`src/rtl/rv32i_ctrl_unit.sv`:
```
// Multi-cycle RV32I control unit: fetch over req/valid, decode to cword/imm, hold for the datapath, update pc.
// Optional feature macro: ILLEGAL_INSN_TRAP_EN (unknown opcode halts until reset).
module rv32i_ctrl_unit #(
  parameter logic [31:0] RESET_PC    = 32'h0000_0000,
  parameter int unsigned EXEC_CYCLES = 4
) (
  input  logic        clk,
  input  logic        rst,
  output logic        imem_req,
  output logic [31:0] imem_addr,
  input  logic        imem_valid,
  input  logic [31:0] imem_rdata,
  input  logic        br_taken,
  input  logic [31:0] r_for_pc,
  output logic [22:0] cword,
  output logic [31:0] pc,
  output logic [31:0] imm,
  output logic        insn_done,
  output logic        halt
);

  localparam int unsigned XLEN  = 32;
  localparam int unsigned CW_W  = 23;
  localparam int unsigned CNT_W = 4;
  localparam logic [CW_W-1:0]  NOP_CWORD = 23'h000001;
  localparam logic [CNT_W-1:0] CNT_LAST  = CNT_W'(EXEC_CYCLES - 1);

  localparam logic [6:0] OP_LOAD  = 7'h03;
  localparam logic [6:0] OP_IMM   = 7'h13;
  localparam logic [6:0] OP_STORE = 7'h23;
  localparam logic [6:0] OP_REG   = 7'h33;
  localparam logic [6:0] OP_LUI   = 7'h37;
  localparam logic [6:0] OP_AUIPC = 7'h17;
  localparam logic [6:0] OP_BRNCH = 7'h63;
  localparam logic [6:0] OP_JALR  = 7'h67;
  localparam logic [6:0] OP_JAL   = 7'h6F;

  typedef enum logic [2:0] {
    S_FETCH,
    S_DECODE,
    S_EXEC,
    S_PCUPD
`ifdef ILLEGAL_INSN_TRAP_EN
    , S_HALT
`endif
  } state_t;

  state_t            r_state, w_state_nxt;
  logic [XLEN-1:0]   r_pc, w_pc_nxt, r_npc, w_npc_nxt, r_insn, w_insn_nxt;
  logic [XLEN-1:0]   r_imm, w_imm_nxt;
  logic [CW_W-1:0]   r_cword, w_cword_nxt;
  logic [CNT_W-1:0]  r_cnt, w_cnt_nxt;
  logic              r_req, w_req_nxt, r_done, w_done_nxt;
`ifdef ILLEGAL_INSN_TRAP_EN
  logic              r_halt, w_halt_nxt;
`endif

  logic [XLEN-1:0]   w_imm_i, w_imm_s, w_imm_b, w_imm_u, w_imm_j;
  logic [XLEN-1:0]   w_dec_imm, w_target, w_next_pc;
  logic [CW_W-1:0]   w_dec_cword;
  logic [4:0]        w_rd, w_rs1, w_rs2;
  logic [3:0]        w_type;
  logic [2:0]        w_f3;
  logic              w_f7, w_known;

  assign w_imm_i = {{20{r_insn[31]}}, r_insn[31:20]};
  assign w_imm_s = {{20{r_insn[31]}}, r_insn[31:25], r_insn[11:7]};
  assign w_imm_b = {{19{r_insn[31]}}, r_insn[31], r_insn[7], r_insn[30:25], r_insn[11:8], 1'b0};
  assign w_imm_u = {r_insn[31:12], 12'b0};
  assign w_imm_j = {{11{r_insn[31]}}, r_insn[31], r_insn[19:12], r_insn[20], r_insn[30:21], 1'b0};

  // Instruction decode of the latched fetch word; unknown opcodes collapse to NOP.
  always_comb begin
    w_known   = 1'b1;
    w_type    = 4'd1;
    w_rd      = 5'd0;
    w_rs1     = 5'd0;
    w_rs2     = 5'd0;
    w_f3      = 3'd0;
    w_f7      = 1'b0;
    w_dec_imm = '0;
    case (r_insn[6:0])
      OP_LOAD:  begin w_type = 4'd0; w_rd = r_insn[11:7]; w_rs1 = r_insn[19:15]; w_f3 = r_insn[14:12]; w_dec_imm = w_imm_i; end
      OP_IMM:   begin
        w_type = 4'd1; w_rd = r_insn[11:7]; w_rs1 = r_insn[19:15]; w_f3 = r_insn[14:12]; w_dec_imm = w_imm_i;
        w_f7   = (r_insn[14:12] == 3'b101) ? r_insn[30] : 1'b0;
      end
      OP_STORE: begin w_type = 4'd2; w_rs1 = r_insn[19:15]; w_rs2 = r_insn[24:20]; w_f3 = r_insn[14:12]; w_dec_imm = w_imm_s; end
      OP_REG:   begin
        w_type = 4'd3; w_rd = r_insn[11:7]; w_rs1 = r_insn[19:15]; w_rs2 = r_insn[24:20];
        w_f3   = r_insn[14:12]; w_f7 = r_insn[30];
      end
      OP_LUI:   begin w_type = 4'd4; w_rd = r_insn[11:7]; w_dec_imm = w_imm_u; end
      OP_AUIPC: begin w_type = 4'd5; w_rd = r_insn[11:7]; w_dec_imm = w_imm_u; end
      OP_BRNCH: begin w_type = 4'd6; w_rs1 = r_insn[19:15]; w_rs2 = r_insn[24:20]; w_f3 = r_insn[14:12]; w_dec_imm = w_imm_b; end
      OP_JALR:  begin w_type = 4'd7; w_rd = r_insn[11:7]; w_rs1 = r_insn[19:15]; w_dec_imm = w_imm_i; end
      OP_JAL:   begin w_type = 4'd8; w_rd = r_insn[11:7]; w_dec_imm = w_imm_j; end
      default:  w_known = 1'b0;
    endcase
    w_dec_cword = w_known ? {w_rs2, w_rs1, w_rd, w_f7, w_f3, w_type} : NOP_CWORD;
  end

  // Next-pc from the held control word; low two bits always cleared.
  always_comb begin
    w_target = r_pc + 32'd4;
    case (r_cword[3:0])
      4'd6:    if (br_taken) w_target = r_pc + r_imm;
      4'd7:    w_target = r_for_pc + r_imm;
      4'd8:    w_target = r_pc + r_imm;
      default: w_target = r_pc + 32'd4;
    endcase
    w_next_pc = w_target & ~32'd3;
  end

  always_comb begin
    w_state_nxt = r_state;
    w_pc_nxt    = r_pc;
    w_npc_nxt   = r_npc;
    w_insn_nxt  = r_insn;
    w_cword_nxt = r_cword;
    w_imm_nxt   = r_imm;
    w_cnt_nxt   = r_cnt;
    w_req_nxt   = 1'b0;
    w_done_nxt  = 1'b0;
`ifdef ILLEGAL_INSN_TRAP_EN
    w_halt_nxt  = r_halt;
`endif
    case (r_state)
      S_FETCH: begin
        if (r_req && imem_valid) begin
          w_insn_nxt  = imem_rdata;
          w_state_nxt = S_DECODE;
        end else begin
          w_req_nxt = 1'b1;
        end
      end
      S_DECODE: begin
        w_cword_nxt = w_dec_cword;
        w_imm_nxt   = w_dec_imm;
        w_cnt_nxt   = '0;
        w_state_nxt = S_EXEC;
`ifdef ILLEGAL_INSN_TRAP_EN
        if (!w_known) begin
          w_cword_nxt = NOP_CWORD;
          w_halt_nxt  = 1'b1;
          w_state_nxt = S_HALT;
        end
`endif
      end
      S_EXEC: begin
        if (r_cnt == CNT_LAST) begin
          w_npc_nxt   = w_next_pc;
          w_cword_nxt = NOP_CWORD;
          w_done_nxt  = 1'b1;
          w_state_nxt = S_PCUPD;
        end else begin
          w_cnt_nxt = r_cnt + CNT_W'(1);
        end
      end
      S_PCUPD: begin
        w_pc_nxt    = r_npc;
        w_req_nxt   = 1'b1;
        w_state_nxt = S_FETCH;
      end
      default: w_state_nxt = r_state;
    endcase
  end

  always_ff @(posedge clk) begin
    if (!rst) begin
      r_state <= S_FETCH;
      r_pc    <= RESET_PC;
      r_npc   <= RESET_PC;
      r_insn  <= '0;
      r_cword <= NOP_CWORD;
      r_imm   <= '0;
      r_cnt   <= '0;
      r_req   <= 1'b0;
      r_done  <= 1'b0;
`ifdef ILLEGAL_INSN_TRAP_EN
      r_halt  <= 1'b0;
`endif
    end else begin
      r_state <= w_state_nxt;
      r_pc    <= w_pc_nxt;
      r_npc   <= w_npc_nxt;
      r_insn  <= w_insn_nxt;
      r_cword <= w_cword_nxt;
      r_imm   <= w_imm_nxt;
      r_cnt   <= w_cnt_nxt;
      r_req   <= w_req_nxt;
      r_done  <= w_done_nxt;
`ifdef ILLEGAL_INSN_TRAP_EN
      r_halt  <= w_halt_nxt;
`endif
    end
  end

  assign imem_req  = r_req;
  assign imem_addr = r_pc;
  assign pc        = r_pc;
  assign cword     = r_cword;
  assign imm       = r_imm;
  assign insn_done = r_done;
`ifdef ILLEGAL_INSN_TRAP_EN
  assign halt      = r_halt;
`else
  assign halt      = 1'b0;
`endif

endmodule

```
`config.mk`:
```
export PLATFORM = sky130hd
export DESIGN_NAME = rv32i_ctrl_unit
export DESIGN_NICKNAME = d
export VERILOG_FILES = /design/src/rtl/rv32i_ctrl_unit.sv
export SDC_FILE = /design/constraint.sdc
export NUM_CORES = 1
export LEC_CHECK = 0
export ABC_AREA = 0
export CORE_MARGIN = 1.5
export CORE_UTILIZATION = 45
export CTS_BUF_LIST = sky130_fd_sc_hd__clkbuf_4
export DETAILED_ROUTE_END_ITERATION = 8
export GPL_ROUTABILITY_DRIVEN = 0
export PLACE_DENSITY = 0.79
export SLEW_MARGIN = 20
export SYNTH_ARGS = -nofsm -noshare
export SYNTH_HDL_FRONTEND = slang
export SYNTH_SLANG_ARGS = --single-unit
```
`constraint.sdc`:
```
create_clock -name clk -period 7.52 [get_ports clk]
set_clock_uncertainty 0.2 [all_clocks]
set_input_delay 1.504 -clock clk [delete_from_list [all_inputs] [get_ports clk]]
set_output_delay 1.504 -clock clk [all_outputs]
set_load 0.01 [all_outputs]
```
==> results of run 1 <==
[registers in the layout, indices dropped and copies added, names as in the netlist]
signal / cells
cword: 23
imem_addr: 30
imem_req: 1
imm: 32
insn_done: 1
r_cnt: 4
r_insn: 32
r_npc: 30
r_state: 2
[routing by layer]
metal / share of wire / global-route usage
met1: 0.43 / 0.3393
met2: 0.43 / 0.3979
met3: 0.093 / 0.06305
met4: 0.040 / 0.1186
met5: 0 / 0
[cell usage after synthesis, types with 25 or more instances]
| master | number |
|---|---|
| nand2_1 | 131 |
| buf_4 | 36 |
| ha_1 | 65 |
| inv_1 | 26 |
| a21oi_1 | 82 |
| o21ai_0 | 63 |
| nor2_1 | 63 |
| xnor2_1 | 45 |
| mux2i_1 | 60 |
| a21boi_0 | 43 |
| dfxtp_1 | 155 |
| a22oi_1 | 25 |
| nand3_1 | 40 |
| clkbuf_1 | 56 |
| xor2_1 | 26 |
| nor2b_1 | 81 |
| a21o_1 | 48 |
[cells in the final DEF (no fill, tap or decap), drive strengths merged, types with 5 or more instances in the layout]
cell and instances:
clkdlybuf4s50 183, dfxtp 155, nand2 132, a21oi 83, nor2b 81, o21ai 69
ha 65, nor2 63, mux2i 60, a21o 48, xnor2 45, a21boi 43
nand3 40, inv 34, xor2 26, a22oi 25, nor3 19, clkbuf 19
a221oi 16, a31oi 14, nand2b 13, nand4 13, and3 13, o211ai 13
a211oi 13, and2 11, o211a 11, or2 10, o21bai 8, or3 7
o22ai 7, buf 7, and4 6, o21a 5, or4 5, o31ai 5
conb 5
[cells by family (layout without fill, tap and decap cells)]
logic type | after synthesis | in the layout
muxes | 60 | 60
DFF | 155 | 155
xor gates and xnor gates | 71 | 71
other | 1 | 6
AOI/OAI and AO/OA | 394 | 394
buffers and inverters | 133 | 248
adders and majority gates | 66 | 66
and+or+nand+nor | 426 | 426
[worst register-to-register path, cell delays in order (launching register included)]
cell	delay, ns
dfxtp_1	0.39
inv_1	0.11
ha_2	0.87
nand2b_1	0.30
or3_1	0.52
nor3_1	0.62
a22oi_1	0.14
nor2b_1	0.17
[cell type report]
| class | instances | area, um^2 |
|---|---|---|
| Antenna cell | 1 | 2.502 |
| Clock buffer | 19 | 142.6 |
| Clock inverter | 13 | 128.9 |
| Fill cell | 2147 | 10680 |
| Inverter | 26 | 97.59 |
| Multi-Input combinational cell | 1022 | 6968 |
| Sequential cell | 155 | 3103 |
| Tap cell | 319 | 399.1 |
| Timing Repair Buffer | 190 | 1884 |
[metrics by stage]
| stage | area, um^2 | util | instances | setup WS, ns | hold slack [ns] |
|---|---|---|---|---|---|
| after floorplan | 10710 | - | 1310 | 3.723 | 0.2567 |
| after global placement | 12440 | 0.5314 | 1712 | 3.104 | 0.2745 |
| after detailed placement | 12440 | 0.5314 | 1712 | 3.066 | 0.2863 |
| after CTS | 12710 | 0.5430 | 1744 | 3.663 | 0.3072 |
| after global routing | 12730 | 0.5438 | 1745 | 3.479 | 0.3367 |
| final | 12730 | 0.5438 | 1745 | 3.639 | 0.3037 |
[path summary, 6_finish.rpt]
check | depth (start not counted) | end | slack (ns)
hold reg to reg | 2 | r_insn[28] | 0.30
hold / removal | 2 | r_insn[28] | 0.30
setup reg to reg | 7 | cword[18] | 4.12
setup / recovery | 10 | r_npc[30] | 3.64
[power by group]
part	internal, mW	switching, mW	leakage [nW]	total [mW]
Clock	0.180	0.340	0.148	0.519
Combinational	0.190	0.241	3.52	0.431
Sequential	0.860	0.0545	1.25	0.914
==> key figures, run 1 <==
Yosys
  • Post-synth top flop: dfxtp_1
  • Area contributors post-synth: dfxtp_1, ha_1, mux2i_1, nor2b_1, nand2_1
  • Yosys top cell by area: dfxtp_1
  • Mean Syn Cell Area: 8.192 um^2
  • Post-synthesis compound-gate area fraction: 0.2549
  • Sequential area share after synthesis: 0.2900
  • Multiplexer share of the synthesized area: 0.05613
  • Synth Area in Adders: 0.07789
  • Synth top area share: 0.2900
  • EDFF count, synth: 0
  • Synth Instances: 1,306
  • Synth Area in Simple Gates: 0.2002
  • Post-synthesis xor/xnor area fraction: 0.05812
  • Netlist cell types: 76
  • FF+latch count, synth: 155
  • Synth Warn #: 0
  • Area of the mapped netlist: 10,700 um^2
  • Largest family of logic cells by synthesized area: compound AO/OA/AOI/OAI gates
  • Post-synth ARST share: 0

Route
  • Vias post-DR: 10,330
  • 1st-iter DRT viols: 771
  • Total wire length: 32.20 mm
  • Post-route ant nets: 0
  • Drt wl/cell: 18.45 um
  • # DRC: 0
  • Avg Vias per Cell: 5.922
  • First-pass DRT Iterations: 6

Global routing
  • First-pass GRT wire length: 49.78 mm
  • Total track usage: 0.2582
  • Largest net degree at the start of global routing: 121
  • Initial antenna violation count: 1
  • Vias in the first global route: 9,483
  • Total gr overflow: 0

Floorplanning
  • Die Wd: 157.2 um
  • Die Height: 157.2 um
  • FP Rows: 56
  • I/O pin cnt: 190
  • Die area: 24,710 um^2
  • Core Area: 23,400 um^2
  • Initial Util: 0.4572

Placed design
  • DP HPWL: 23.91 mm
  • Port-buffer cells: 184

Clocking
  • CTS Buffer Depth: 2
  • Clock Pin Slew Worst Setup and Hold Paths: 0.14 ns
  • H-tree depth: 4
  • Inserted Clock Buffers: 17
  • Cts hold-fix bufs: 0
  • CTS root buf: clkbuf_4
  • Clock Latency Late Sink: 0.60 ns
  • Clk sinks: 155
  • Setup Fix Bufs, Post-CTS: 0
  • CTS tree: built
  • Post-cts sizing count: 0

STA
  • Endpoints failing setup: 0
  • Max frequency: 0.2577 GHz
  • Final count of hold timing violations: 0
  • Final slew viol count: 0
  • Tcrit/Tclk final: 0.5160
  • RSZ-0062 raised after global routing: no
  • Setup TNS: 0 ns
  • Worst-margin pin slew: 1.029 ns
  • Final min period: 3.881 ns
  • Relative slew margins: 0.3141

Worst setup path
  • Worst-path fanout max: 8
  • Critical-path cell list: clkdlybuf4s50_1 > ha_1 > a211oi_2 > o21ai_1 > a221o_1 > o311ai_4 > nand2_2 > o41ai_4 > mux2i_1 > a31oi_1
  • CP Capture Type: flop
  • Critical Path Start: r_for_pc[11]
  • R2r startpoint: r_state[1]
  • Crit path largest cell delay: 0.41 ns
  • CP Data Arrival Time: 4.16 ns
  • CP max-delay cell: clkdlybuf4s50_1
  • Kind of critical path: input port to flop
  • Top Family by Delay on Critical Path: compound AO/OA/AOI/OAI gates
  • CP Data Required Time: 7.80 ns
  • Startpoint Class: input port
  • Buf/Inv on CP: 1

Run
  • Max Cap Viol: 0

Finish
  • Layout cell share with drive strength beyond 1: 0.04491
  • Final nets: 1,546
  • Synth-to-Final Area Change: 18.95%

Pwr
  • P per Cell Area: 146.5 nW/um^2
  • VDD IR max: 149.4 uV
  • Leak pwr: 4.917 nW
  • Tot Pwr: 1.865 mW

Min path
  • Min-Delay Path Class: flop to flop
  • Hold path startpoint: r_insn[28]

Run status
  • Status: finished clean
No activity file was read; power rests on OpenSTA's default activity.
==> run 2, diff against run 1 <==
- clock period: 7.52 -> 3.6 ns (I/O delays scaled with it)
==> run 2 against run 1 <==
Net effect:
- global-route usage rose by 0.46 points
- first-iteration DRC count rose by 16%
- sequential power rose by 110%
- critical endpoint is now r_npc[28]
==> key figures, run 2 (synthesis results as in run 1) <==
Worst setup path
  • Worst-path fanout max: 4 (was 8)
  • CP most frequent cell: o21ai_1
  • Worst reg2reg path depth: 10 (was 7)
  • R2R Setup Slk: 0.47 ns (was 4.12 ns)
  • Worst R2R End: r_npc[28] (was cword[18])
  • Startpoint Class: flop (was input port)
  • Crit path largest cell delay: 0.43 ns (was 0.41 ns)
  • CP Data Required Time: 3.90 ns (was 7.80 ns)
  • Top Family by Delay on Critical Path: compound AO/OA/AOI/OAI gates (unchanged)
  • Critical-path cell list: ha_1 > fa_1 > a21oi_1 > o21ai_1 > a22oi_1 > o21ai_0 > a31oi_1 > nor4_1 > nor3_1 > o21ai_1 (was clkdlybuf4s50_1 > ha_1 > a211oi_2 > o21ai_1 > a221o_1 > o311ai_4 > nand2_2 > o41ai_4 > mux2i_1 > a31oi_1)
  • R2r startpoint: imm[2] (was r_state[1])
  • Buf/Inv on CP: 0 (was 1)
  • CP Capture Type: flop (unchanged)
  • CP max-delay cell: fa_1 (was clkdlybuf4s50_1)
  • Kind of critical path: flop to flop (was input port to flop)
  • CP Data Arrival Time: 3.44 ns (was 4.16 ns)

Clocking
  • CTS root buf: clkbuf_4 (unchanged)
  • CTS tree: built (unchanged)
  • Clock Latency Late Sink: 0.61 ns (was 0.60 ns)
  • Setup Fix Bufs, Post-CTS: 0 (unchanged)
  • CTS Buffer Depth: 2 (unchanged)
  • Clk sinks: 155 (unchanged)
  • Cts hold-fix bufs: 0 (unchanged)
  • Inserted Clock Buffers: 17 (unchanged)
  • H-tree depth: 4 (unchanged)
  • Post-cts sizing count: 0 (unchanged)
  • Clock Pin Slew Worst Setup and Hold Paths: 0.17 ns (was 0.14 ns)

Pwr
  • Reg power frac: 0.472 (was 0.490)
  • Clk pwr share: 0.299 (was 0.279)
  • Leak pwr: 5.059 nW (was 4.917 nW)
  • Comb pwr share: 0.230 (was 0.231)
  • Int Power: 2.560 mW (was 1.230 mW)
  • Tot Pwr: 4.047 mW (was 1.865 mW)
  • Switch Pwr: 1.487 mW (was 635.2 uW)
  • P per Cell Area: 312.4 nW/um^2 (was 146.5 nW/um^2)
  • Sw Ratio: 0.3674 (was 0.3406)
  • VDD IR max: 215.2 uV (was 149.4 uV)

Placed design
  • Dpl ws: -0.04708 ns (was 3.066 ns)
  • Post-DP Area: 12,610 um^2 (was 12,440 um^2)
  • DP HPWL: 24.66 mm (was 23.91 mm)
  • Placed cells: 1,734 (was 1,712)
  • Port-buffer cells: 184 (unchanged)

Floorplanning
  • Die area: 24,710 um^2 (unchanged)
  • Die Height: 157.2 um (unchanged)
  • Die Wd: 157.2 um (unchanged)
  • FP Rows: 56 (unchanged)
  • Initial Util: 0.4572 (unchanged)
  • I/O pin cnt: 190 (unchanged)
  • Core Area: 23,400 um^2 (unchanged)

Finish
  • Final core occ: 0.5536 (was 0.5438)
  • Most common cell after layout, fill and taps aside: clkdlybuf4s50_1 (unchanged)
  • Synth-to-Final Area Change: 21.09% (was 18.95%)
  • Final nets: 1,568 (was 1,546)
  • Commonest cells after routing, fill and taps aside: clkdlybuf4s50_1, dfxtp_1, nand2_1 (unchanged)
  • Layout cell share with drive strength beyond 1: 0.05805 (was 0.04491)
  • Final Instance Area: 12,950 um^2 (was 12,730 um^2)
  • Fin cells: 1,767 (was 1,745)

Global routing
  • Largest net degree at the start of global routing: 90 (was 121)
  • Total track usage: 0.2628 (was 0.2582)
  • Vias in the first global route: 9,473 (was 9,483)
  • First-pass GRT wire length: 50.66 mm (was 49.78 mm)
  • Initial antenna violation count: 1 (unchanged)
  • Total gr overflow: 0 (unchanged)

Route
  • # DRC: 0 (unchanged)
  • Avg Vias per Cell: 5.889 (was 5.922)
  • First-pass DRT Iterations: 5 (was 6)
  • Post-route ant nets: 0 (unchanged)
  • Vias post-DR: 10,410 (was 10,330)
  • Total wire length: 32.78 mm (was 32.20 mm)
  • Drt wl/cell: 18.55 um (was 18.45 um)
  • 1st-iter DRT viols: 894 (was 771)

STA
  • RSZ-0062 raised after global routing: no (unchanged)
  • Endpoints failing setup: 0 (unchanged)
  • Tcrit/Tclk final: 0.8706
  • Worst-margin pin slew: 0.8319 ns (was 1.029 ns)
  • Setup TNS: 0 ns (unchanged)
  • Final slew viol count: 0 (unchanged)
  • Relative slew margins: 0.4454 (was 0.3141)
  • Final min period: 3.134 ns
  • Final count of hold timing violations: 0 (unchanged)
  • WHS: 0.3011 ns (was 0.3037 ns)
  • Final worst slack: 0.4660 ns (was 3.639 ns)
  • Max frequency: 0.3191 GHz

Min path
  • Hold Path Depth: 2 (unchanged)
  • Min-Delay Endpoint: r_insn[15] (was r_insn[28])
  • Hold path startpoint: r_insn[15] (was r_insn[28])
  • Min-Delay Path Class: flop to flop (unchanged)

Run status
  • Status: finished clean (unchanged)

Run
  • Max Cap Viol: 0 (unchanged)
run 2: cell types whose count changed in the layout (fill, tap and decap cells not counted), moves of 2 or more:
cell	delta
buf_4	+21
clkinv_8	+7
inv_6	-6
inv_12	+3
inv_8	+3
clkbuf_4	-2
clkinv_4	-2
run 2: power groups by stage:
stage | logic (mW) | clock network, mW | registers [mW]
after floorplan | 0.652 | 0 | 1.90
after global placement | 0.898 | 0 | 1.94
after detailed placement | 0.924 | 0 | 1.94
after CTS | 0.925 | 1.21 | 1.91
after global routing | 1.02 | 1.28 | 1.92
final | 0.930 | 1.21 | 1.91
run 2: area by class of cell:
type | count | area, um^2
flip-flops and latches | 155 | 3103
clock buffers | 17 | 127.6
inverters | 26 | 97.59
multi-input cells | 1022 | 6949
clock inverters | 15 | 214.0
fillers | 2132 | 10450
diodes | 1 | 2.502
repair buffers | 212 | 2062
well taps | 319 | 399.1
run 2: worst reg2reg max path, stage by stage (launching register included):
cell and delay (ns):
dfxtp_1 0.42, ha_1 0.25, fa_1 0.43, a21oi_1 0.24, o21ai_1 0.16, a22oi_1 0.31, o21ai_0 0.24, a31oi_1 0.32
nor4_1 0.09, nor3_1 0.28, o21ai_1 0.09
run 2: how the worst max path moves through the flow:
stage	start	end	slack [ns]	cells past startpoint
2_1_floorplan	r_for_pc[11]	r_npc[29]	0.59	10
3_3_place_gp	r_for_pc[2]	r_npc[29]	0.008	10
3_5_place_dp	r_for_pc[11]	r_npc[30]	-0.05	10
4_1_cts	imm[2]	r_npc[24]	0.56	10
5_1_grt	r_for_pc[2]	r_npc[24]	0.33	10
6_report	imm[2]	r_npc[28]	0.47	10
run 2: routing by layer:
| metal | global-route usage | up-vias | wire, um |
|---|---|---|---|
| met5 | 0 | - | 0 |
| met4 | 0.1029 | 0 | 1153 |
| met3 | 0.05782 | 82 | 3235 |
| met2 | 0.4137 | 515 | 14240 |
| met1 | 0.3489 | 4850 | 14150 |
| li1 | - | 4959 | - |
==> run 3, diff against run 2 <==
- ABC_AREA: 0 -> 1
- PLACE_DENSITY: 0.79 -> 0.78
- clock period: 3.6 -> 3.35 ns (I/O delays scaled with it)
==> run 3 against run 2 <==
Net effect:
- setup slack better by 0.11 ns
- combinational power grew 70%
- cell count grew 44%
- clock power about the same
- cell area grew 12%
- worst hold slack worse by 0.039 ns
- largest power group unchanged
==> key figures, run 3 <==
Run status
  • Status: finished clean (unchanged)

Worst setup path
  • Worst-path fanout max: 3 (was 4)
  • Startpoint Class: flop (unchanged)
  • CP Data Required Time: 2.48 ns (was 3.90 ns)
  • CP Data Arrival Time: 1.90 ns (was 3.44 ns)
  • CP Capture Type: primary output (was flop)
  • Kind of critical path: flop to primary output (was flop to flop)

Run
  • Max Cap Viol: 0 (unchanged)

Yosys
  • Area contributors post-synth: dfxtp_1, nand2_1, inv_1, ha_1, a21oi_1 (was dfxtp_1, ha_1, mux2i_1, nor2b_1, nand2_1)
  • Post-synth ARST share: 0 (unchanged)
  • Most frequent cell after synthesis: nand2_1 (was dfxtp_1)
  • Yosys top cell by area: dfxtp_1 (unchanged)
  • FF+latch count, synth: 155 (unchanged)
  • Post-synth top flop: dfxtp_1 (unchanged)
  • EDFF count, synth: 0 (unchanged)
  • Netlist cell types: 53 (was 76)
  • Sequential area share after synthesis: 0.2549 (was 0.2900)
  • Mean Syn Cell Area: 5.964 um^2 (was 8.192 um^2)
  • Synth Warn #: 0 (unchanged)
  • Area of the mapped netlist: 12,170 um^2 (was 10,700 um^2)
  • Commonest cells in the netlist: nand2_1, inv_1, nor2_1 (was dfxtp_1, nand2_1, a21oi_1)
  • Synth Instances: 2,041 (was 1,306)
  • Synth top area share: 0.2549 (was 0.2900)

Route
  • Total wire length: 42.48 mm (was 32.78 mm)
  • Vias post-DR: 13,930 (was 10,410)
  • WL met1: 16.76 mm (was 14.15 mm)
  • Met3 WL: 4.340 mm (was 3.235 mm)
  • 1st-iter DRT viols: 1,589 (was 894)
  • Avg Vias per Cell: 5.479 (was 5.889)
  • # DRC: 0 (unchanged)
  • DR WL met2: 18.64 mm (was 14.24 mm)
  • Drt wl/cell: 16.71 um (was 18.55 um)
  • Max Used Layer: met4 (unchanged)
  • First-pass DRT Iterations: 6 (was 5)
  • Post-route ant nets: 0 (unchanged)

Placed design
  • DP HPWL: 33.51 mm (was 24.66 mm)
  • Port-buffer cells: 184 (unchanged)
  • Placed cells: 2,509 (was 1,734)

Clocking
  • Clock Latency Late Sink: 0.59 ns (was 0.61 ns)
  • CTS root buf: clkbuf_4 (unchanged)
  • CTS Buffer Depth: 2 (unchanged)
  • Setup Fix Bufs, Post-CTS: 0 (unchanged)
  • CTS tree: built (unchanged)
  • Cts hold-fix bufs: 0 (unchanged)
  • Post-cts sizing count: 0 (unchanged)
  • H-tree depth: 4 (unchanged)
  • Inserted Clock Buffers: 17 (unchanged)
  • Clock Pin Slew Worst Setup and Hold Paths: 0.16 ns (was 0.17 ns)
  • Clk sinks: 155 (unchanged)

STA
  • Final slew viol count: 0 (unchanged)
  • Final min period: 2.774 ns
  • Tcrit/Tclk final: 0.8280
  • Setup TNS: 0 ns (unchanged)
  • Relative slew margins: 0.4867 (was 0.4454)
  • RSZ-0062 raised after global routing: no (unchanged)
  • Final count of hold timing violations: 0 (unchanged)
  • Max frequency: 0.3605 GHz
  • Endpoints failing setup: 0 (unchanged)
  • Worst-margin pin slew: 0.7700 ns (was 0.8319 ns)

Finish
  • Synth-to-Final Area Change: 19.07% (was 21.09%)
  • Most common cell after layout, fill and taps aside: nand2_1 (was clkdlybuf4s50_1)
  • Commonest cells after routing, fill and taps aside: nand2_1, inv_1, clkdlybuf4s50_1 (was clkdlybuf4s50_1, dfxtp_1, nand2_1)
  • Fillers: 2,686 (was 2,132)
  • Layout cell share with drive strength beyond 1: 0.05636 (was 0.05805)
  • Final nets: 2,321 (was 1,568)
  • Fin cells: 2,542 (was 1,767)

Pwr
  • VDD IR max: 237.4 uV (was 215.2 uV)
  • P per Cell Area: 349.9 nW/um^2 (was 312.4 nW/um^2)
  • Leak pwr: 6.873 nW (was 5.059 nW)

Floorplanning
  • FP Rows: 60 (was 56)
  • Initial Util: 0.4554 (was 0.4572)
  • I/O pin cnt: 190 (unchanged)
  • Core Area: 26,730 um^2 (was 23,400 um^2)
  • Die Height: 167.5 um (was 157.2 um)
  • Die Wd: 167.5 um (was 157.2 um)
  • Die area: 28,040 um^2 (was 24,710 um^2)

Global routing
  • Vias in the first global route: 12,470 (was 9,473)
  • Total gr overflow: 0 (unchanged)
  • Initial antenna violation count: 1 (unchanged)
  • Largest net degree at the start of global routing: 61 (was 90)
  • First-pass GRT wire length: 65.96 mm (was 50.66 mm)
  • Total track usage: 0.3001 (was 0.2628)

Min path
  • Min-Delay Path Class: flop to flop (unchanged)
-- run 3: changes by cell type in the layout (fill, tap and decap cells not counted), sizes merged, moves of 60 or more --
cell,change
nor2,+114
a21oi,+80
nand2,+495
mux2i,-60
o21ai,+62
inv,+305
nor2b,-81
nand3,+99
-- run 3: cell families (layout without fill, tap and decap cells) --
logic type      after synthesis  in the layout  share of synthesized area
compound gates              362            362                     0.1698
xor+xnor                     17             17                    0.01223
fa+ha+maj                    66             66                    0.06846
buf+inv                     420            575                     0.1425
flops                       155            155                     0.2549
other cells                   1              6                  0.0003081
simple gates               1020           1020                     0.3518
-- run 3: per-stage QoR --
| step | worst slack [ns] | hold WS [ns] | cell area (um^2) | utilization | power, mW |
|---|---|---|---|---|---|
| after detailed placement | 0.2222 | 0.2408 | 14200 | 0.5314 | 3.877 |
| final | 0.5763 | 0.2623 | 14490 | 0.5423 | 5.071 |
| after global routing | 0.5243 | 0.2864 | 14490 | 0.5423 | 5.363 |
| after global placement | 0.3001 | 0.2338 | 14200 | 0.5314 | 3.838 |
| after floorplan | 1.095 | 0.2237 | 12190 | - | 3.241 |
| after CTS | 0.5588 | 0.2625 | 14490 | 0.5422 | 5.071 |
-- run 3: metal layers --
layer / vias to the layer above / GRT usage
met2: 789 / 0.4783
met3: 154 / 0.06547
met5: - / 0
li1: 6789 / -
met4: 0 / 0.1814
met1: 6196 / 0.3713
-- run 3: worst paths after layout --
path              depth (start not counted)         start   endpoint  slack (ns)
hold reg to reg                           2     r_insn[0]  r_insn[0]        0.26
setup reg to reg                          9  imem_addr[3]  r_npc[21]        0.68
setup / recovery                          2       imm[18]    imm[18]        0.58
hold / removal                            2     r_insn[0]  r_insn[0]        0.26
-- run 3: layout make-up --
cell class | instances | area, um^2 | share of cell area
multi-input combinational | 1470 | 7362 | 0.5080
timing repair buffer | 210 | 2057 | 0.1419
clock buffer | 18 | 135.1 | 0.009324
sequential | 155 | 3103 | 0.2141
inverter | 333 | 1252 | 0.08642
tap | 341 | 426.7 | 0.02944
antenna | 1 | 2.502 | 0.0001727
clock inverter | 14 | 153.9 | 0.01062
-- run 3: where the power goes --
group | internal, mW | total [mW] | switching [mW]
logic | 0.633 | 1.58 | 0.946
registers | 2.02 | 2.28 | 0.264
clock network | 0.413 | 1.21 | 0.797
total | 3.06 | 5.07 | 2.01
-- run 3: critical path: stages (launching register included) --
cell and delay, ns:
dfxtp_1 0.59, buf_4 0.21, clkdlybuf4s50_1 0.55
